### src/rtl/glitcbus_space_decoder.sv
// GLITCBUS address-space decoder: maps bus addresses onto aliased physical slave slots,
// issues single-cycle writes, and runs ack-terminated reads with a bounded wait.
module glitcbus_space_decoder #(
  parameter int unsigned         NSLOTS    = 8,
  parameter int unsigned         SLOT_BITS = 4,
  parameter logic [4*NSLOTS-1:0] ALIAS_MAP = 32'h3254_3210,
  parameter int unsigned         TIMEOUT   = 15
) (
  input  logic                   clk_i,
  input  logic                   rst_i,
  input  logic [15:0]            adr_i,
  input  logic [31:0]            dat_i,
  input  logic                   wr_i,
  input  logic                   rd_i,
  output logic [31:0]            dat_o,
  output logic                   rd_valid_o,
  output logic                   err_o,
  output logic                   busy_o,
  output logic [7:0]             drop_cnt_o,
  output logic [NSLOTS-1:0]      slv_sel_o,
  output logic [SLOT_BITS-1:0]   slv_adr_o,
  output logic [31:0]            slv_dat_o,
  output logic                   slv_wr_o,
  output logic                   slv_rd_o,
  input  logic [32*NSLOTS-1:0]   slv_dat_i,
  input  logic [NSLOTS-1:0]      slv_ack_i
);

  localparam int unsigned IDX_BITS = $clog2(NSLOTS);
  localparam int unsigned MAP_LSB  = SLOT_BITS + IDX_BITS;

  // state      | meaning
  // IDLE       | waiting for a strobe
  // WRITE      | one-cycle slave write (no strobe if unmapped)
  // READ_WAIT  | slave selected, waiting for ack or timeout
  // RESP       | read response cycle
  typedef enum logic [1:0] {
    ST_IDLE,
    ST_WRITE,
    ST_READ_WAIT,
    ST_RESP
  } state_t;

  state_t                state_q;
  logic [IDX_BITS-1:0]   tgt_q;
  logic [15:0]           adr_q;
  logic [7:0]            cnt_q;
  logic                  mapped_q;
  logic                  late_q;
  logic [31:0]           dat_q;
  logic                  rd_valid_q;
  logic                  err_q;
  logic [7:0]            drop_q;
  logic [NSLOTS-1:0]     sel_q;
  logic [SLOT_BITS-1:0]  slv_adr_q;
  logic [31:0]           slv_dat_q;
  logic                  slv_wr_q;
  logic                  slv_rd_q;

  logic [IDX_BITS-1:0]   dec_slot_d;
  logic [3:0]            tgt_nib_d;
  logic [IDX_BITS-1:0]   tgt_d;
  logic                  mapped_d;
  logic [NSLOTS-1:0]     sel_d;
  logic [1:0]            drop_inc_d;
  logic [8:0]            drop_sum_d;
  logic [7:0]            drop_d;

  assign dec_slot_d = adr_i[SLOT_BITS +: IDX_BITS];
  assign tgt_nib_d  = ALIAS_MAP[{dec_slot_d, 2'b00} +: 4];
  assign tgt_d      = tgt_nib_d[IDX_BITS-1:0];
  assign mapped_d   = ((adr_i >> MAP_LSB) == 16'd0) && ({1'b0, tgt_nib_d} < 5'(NSLOTS));
  assign sel_d      = NSLOTS'(1) << tgt_d;

  // A simultaneous wr/rd in IDLE costs one drop (the read); while busy every strobe counts.
  always_comb begin
    drop_inc_d = 2'd0;
    if (state_q != ST_IDLE) begin
      drop_inc_d = {1'b0, wr_i} + {1'b0, rd_i};
    end else begin
      drop_inc_d = {1'b0, wr_i & rd_i};
    end
    drop_sum_d = {1'b0, drop_q} + {7'd0, drop_inc_d};
    drop_d     = drop_sum_d[8] ? 8'hFF : drop_sum_d[7:0];
  end

  always_ff @(posedge clk_i) begin
    if (rst_i) begin
      state_q    <= ST_IDLE;
      tgt_q      <= '0;
      adr_q      <= '0;
      cnt_q      <= '0;
      mapped_q   <= 1'b0;
      late_q     <= 1'b0;
      dat_q      <= '0;
      rd_valid_q <= 1'b0;
      err_q      <= 1'b0;
      drop_q     <= '0;
      sel_q      <= '0;
      slv_adr_q  <= '0;
      slv_dat_q  <= '0;
      slv_wr_q   <= 1'b0;
      slv_rd_q   <= 1'b0;
    end else begin
      rd_valid_q <= 1'b0;
      slv_wr_q   <= 1'b0;
      slv_rd_q   <= 1'b0;
      drop_q     <= drop_d;
      unique case (state_q)
        ST_IDLE: begin
          if (wr_i) begin
            state_q   <= ST_WRITE;
            adr_q     <= adr_i;
            mapped_q  <= mapped_d;
            slv_adr_q <= adr_i[SLOT_BITS-1:0];
            slv_dat_q <= dat_i;
            if (mapped_d) begin
              sel_q    <= sel_d;
              slv_wr_q <= 1'b1;
            end
          end else if (rd_i) begin
            adr_q     <= adr_i;
            tgt_q     <= tgt_d;
            slv_adr_q <= adr_i[SLOT_BITS-1:0];
            if (mapped_d) begin
              state_q  <= ST_READ_WAIT;
              sel_q    <= sel_d;
              slv_rd_q <= 1'b1;
              cnt_q    <= '0;
              late_q   <= 1'b0;
            end else begin
              // Unmapped read: the response is emitted as RESP exits, two cycles after rd_i.
              state_q <= ST_RESP;
              late_q  <= 1'b1;
            end
          end
        end
        ST_WRITE: begin
          sel_q   <= '0;
          err_q   <= ~mapped_q;
          state_q <= ST_IDLE;
        end
        ST_READ_WAIT: begin
          if (slv_ack_i[tgt_q]) begin
            dat_q      <= slv_dat_i[{tgt_q, 5'b00000} +: 32];
            err_q      <= 1'b0;
            rd_valid_q <= 1'b1;
            sel_q      <= '0;
            state_q    <= ST_RESP;
          end else if (cnt_q == 8'(TIMEOUT)) begin
            dat_q      <= {16'hDEAD, adr_q};
            err_q      <= 1'b1;
            rd_valid_q <= 1'b1;
            sel_q      <= '0;
            state_q    <= ST_RESP;
          end else begin
            cnt_q <= cnt_q + 8'd1;
          end
        end
        ST_RESP: begin
          if (late_q) begin
            dat_q      <= {16'hDEAD, adr_q};
            err_q      <= 1'b1;
            rd_valid_q <= 1'b1;
          end
          late_q  <= 1'b0;
          state_q <= ST_IDLE;
        end
        default: state_q <= ST_IDLE;
      endcase
    end
  end

  assign dat_o      = dat_q;
  assign rd_valid_o = rd_valid_q;
  assign err_o      = err_q;
  assign busy_o     = (state_q != ST_IDLE);
  assign drop_cnt_o = drop_q;
  assign slv_sel_o  = sel_q;
  assign slv_adr_o  = slv_adr_q;
  assign slv_dat_o  = slv_dat_q;
  assign slv_wr_o   = slv_wr_q;
  assign slv_rd_o   = slv_rd_q;

endmodule

### config.mk
export PLATFORM = sky130hd
export DESIGN_NAME = glitcbus_space_decoder
export DESIGN_NICKNAME = d
export VERILOG_FILES = /design/src/rtl/glitcbus_space_decoder.sv
export SDC_FILE = /design/constraint.sdc
export NUM_CORES = 1
export LEC_CHECK = 0
export ABC_AREA = 1
export CORE_AREA = 3 3 154 156
export DETAILED_ROUTE_END_ITERATION = 8
export DIE_AREA = 0 0 157 159
export HOLD_SLACK_MARGIN = 0.02
export PLACE_DENSITY_LB_ADDON = 0.2
export SYNTH_ARGS = -nofsm -noshare
export SYNTH_HDL_FRONTEND = slang
export SYNTH_SLANG_ARGS = --single-unit
### constraint.sdc
create_clock -name clk_i -period 2.75 [get_ports clk_i]
set_input_delay 0.275 -clock clk_i [delete_from_list [all_inputs] [get_ports clk_i]]
set_output_delay 0.275 -clock clk_i [all_outputs]
set_load 0.02 [all_outputs]
==> run_results.csv <==
group,metric,value,unit
outcome,status,"finished clean",
power_and_ir_drop,swShare,0.3970,
floorplan,rows,55,
power_and_ir_drop,power,8.343,mW
synth,synth_edf_count,0,
route,firstDrtPassIters,5,
power_and_ir_drop,p_seq_frac,0.277,
power_and_ir_drop,power_density,683.4,mW/mm2
power_and_ir_drop,irDropWorstVdd,0.4705,mV
power_and_ir_drop,power_frac_clock,0.256,
synth,yosys.area.top_type,"dfxtp_1",
timing,setup_viol,0,
worst_hold_path,hp-start,"adr_i[14]",
synth,ys_ff_latch,115,
floorplan,die_x,157,um
timing,fin_worst_skew,10.74,ps
synth,ys_types,33,
placement,gp_congestion,0.8965,
critical_path,cp-start-kind,"flip-flop",
worst_hold_path,hp-class,"in -> reg",
timing,tightest_slew,830.2,ps
floorplan,initial_core_util,0.3338,
synth,synth_top_family_by_area,"simple AND/OR/NAND/NOR gates",
critical_path,r2r-start,"state_q[0]$_SDFFE_PP0P_",
placement,post-place-ws,-12.05,ps
synth,yosys-top-cells-count,"nand2_1, nand3_1, nor2_1",
global_route,grtUsageTotal,0.2417,
synth,syn-num-nets,1626,
worst_hold_path,min_to,"adr_q[14]$_SDFFE_PP0P_",
clock_tree,clkLatencyLatePin,410,ps
floorplan,dieArea,0.02496,mm2
route,wl_per_cell,16.13,um
floorplan,coreArea,0.02250,mm2
cells_and_area,drive_above_1_share,0.04204,
floorplan,die_h,159,um
clock_tree,clkSinkCount,115,
critical_path,crit_type,"reg -> reg",
synth,syn_inst,1300,
cells_and_area,areaGrowthSynthToFinish,62.52,%
clock_tree,cts-root-buf,"clkbuf_16",
critical_path,cp-end-kind,"flip-flop",
global_route,grt_pass1_wl,47790,um
global_route,gr-total-overflow,0,
synth,synth-async-reset-ratio,0,
synth,synthXorXnorAreaFrac,0.003498,
critical_path,worstPathMaxFanout,6,
critical_path,reg2reg_depth,15,
placement,post-dp-hpwl,24010,um
timing,timing.final.ws_setup,258.8,ps
timing,fmax,0.4014,GHz
floorplan,pin_count,405,
cells_and_area,final_cells,1954,
synth,synth_ff_type,"dfxtp_1",
clock_tree,clk_path_buf_depth,2,
critical_path,cp.arrival,2840,ps
cells_and_area,finalNetCount,1978,
power_and_ir_drop,combPwrFrac,0.467,
synth,synth_top_area_frac,0.3065,
critical_path,rrSetupSlack,260,ps
synth,syn_area_per_cell,5.779,um2
global_route,antenna_found_initial,5,
power_and_ir_drop,p_switching,3.312,mW
synth,synthAdderAreaFrac,0.01765,
placement,dp_cells,1918,
critical_path,crit_required,3100,ps
global_route,grt_max_degree,85,
timing,fin_crit,2491,ps
timing,period_share,0.9059,
clock_tree,cts_hold_buf,0,
route,vias,9337,
route,remaining_drc_errors,0,
timing,hold_violations,0,
synth,synth_warnings,0,
clock_tree,cts_tree,"yes",
timing,relSlewSlack,0.4466,
global_route,grt_pass1_vias,8939,
clock_tree,clk_pin_slew,60,ps
synth,seq_area_frac_synth,0.3065,
route,drtAntennaViolNets,0,
synth,syn_area,0.007512,mm2
clock_tree,htree_levels,4,
route,vias_per_cell,4.778,
synth,synth_compound_area_frac,0.06196,
route,drt_wl_total,31520,um
placement,portBuffers,404,
timing,maxSlewViolCount,0,
route,drt_iter0_drc,628,
synth,synthTopCellsByArea,"dfxtp_1, nand2_1, nand3_1",
worst_hold_path,whs_path_depth,3,
critical_path,r2r-end,"drop_cnt_o[3]$_SDFF_PP0_",
synth,yosysMostFrequentCell,"nand2_1",
timing,rsz0062_at_grt,"no",
job,cap_violations,0,
synth,synth_simple_gate_area_share,0.5048,
clock_tree,cts_buffers,17,
power_and_ir_drop,leakagePower,5.403,nW
synth,synthMuxAreaShare,0,
power_and_ir_drop,intPower,5.031,mW
cells in the final DEF (no fill, tap or decap), types with 2 or more instances in the layout:
master	n
nand3_1	237
xor2_1	3
clkdlybuf4s50_1	404
nand2_2	2
nor3_1	2
nand2_1	449
clkinvlp_4	6
clkinv_4	3
o21ai_0	60
nor2_1	192
nand3_4	2
nand3_2	3
a21oi_1	23
buf_4	17
clkbuf_8	2
ha_1	9
nand4_1	10
inv_1	85
inv_6	3
clkbuf_16	17
nor2_2	2
dfxtp_1	113
diode_2	4
inv_2	5
per-stage QoR:
stage | cell area, um2 | util | hold WS (ps) | TNS (ps)
after floorplan | 7512 | - | 409.9 | 0
after global placement | 11620 | 0.5162 | 444.0 | 0
after detailed placement | 11620 | 0.5162 | 453.5 | -12.05
after CTS | 12200 | 0.5420 | 428.4 | 0
after global routing | 12210 | 0.5426 | 430.6 | 0
final | 12210 | 0.5426 | 439.5 | 0
worst max path at each step:
| stage | start | endpoint | slack, ps | cells after the start |
|---|---|---|---|---|
| detailed placement | wr_i | drop_cnt_o[3]$_SDFF_PP0_ | -10 | 15 |
| CTS | state_q[0]$_SDFFE_PP0P_ | drop_cnt_o[3]$_SDFF_PP0_ | 240 | 15 |
| global route | state_q[0]$_SDFFE_PP0P_ | drop_cnt_o[3]$_SDFF_PP0_ | 9 | 15 |
| floorplan | state_q[0]$_SDFFE_PP0P_ | drop_cnt_o[3]$_SDFF_PP0_ | 320 | 16 |
| global placement | wr_i | drop_cnt_o[3]$_SDFF_PP0_ | 20 | 15 |
| finish | state_q[0]$_SDFFE_PP0P_ | drop_cnt_o[3]$_SDFF_PP0_ | 260 | 15 |
logic make-up after synthesis:
family / Yosys count
adder cells (fa/ha/maj): 10
AND/OR/NAND/NOR: 903
AO/OA/AOI/OAI: 89
buffers and inverters: 180
XOR/XNOR: 3
flip-flops: 115
power groups by stage:
stage	Clock, mW	Combinational, mW	Sequential [mW]
floorplan	0	2.00	2.66
global placement	0	3.88	2.33
detailed placement	0	3.91	2.34
CTS	2.19	3.93	2.31
global route	2.26	4.33	2.36
finish	2.14	3.90	2.31
registers in the layout, indices dropped and copies added (netlist names):
signal / count
slv_sel_o: 8
tgt_q: 3
slv_dat_o: 32
mapped_q: 1
adr_q: 16
err_o: 1
slv_rd_o: 1
late_q: 1
cnt_q: 8
dat_o: 32
rd_valid_o: 1
state_q: 2
slv_wr_o: 1
drop_cnt_o: 8
final cells by class:
type / instances / area (um2)
Timing Repair Buffer: 422 / 4192
Tap cell: 285 / 356.6
Multi-Input combinational cell: 1005 / 4419
Clock buffer: 19 / 452.9
Fill cell: 2326 / 10290
Inverter: 91 / 344.1
Antenna cell: 4 / 10.01
Clock inverter: 13 / 127.6
Sequential cell: 115 / 2307
timing repair:
item,4_1_cts,5_1_grt
resized for setup,0,1
endpoints found under the hold margin,0,0
setup buffers,0,0
endpoints found under the setup margin,0,1
critical path, stage by stage (launching register included):
cell     delay (ps)
dfxtp_1         370
inv_1            90
ha_1            240
inv_1           160
nand2_1          70
nand2_1          60
ha_1            160
inv_1            60
fa_1            420
nor2_2          170
nand3_1         100
inv_1            90
nand3_1         160
inv_1           110
o21ai_0          90
inv_1            70
per-layer routing:
layer	track usage	up-vias	routed length, um
met1	0.2697	4161	12610
met3	0.08046	62	2360
met4	0.08874	2	1016
met2	0.4237	280	15530
met5	0	-	14
li1	-	4832	-
Note: power is estimated with default switching activity, not from simulation.
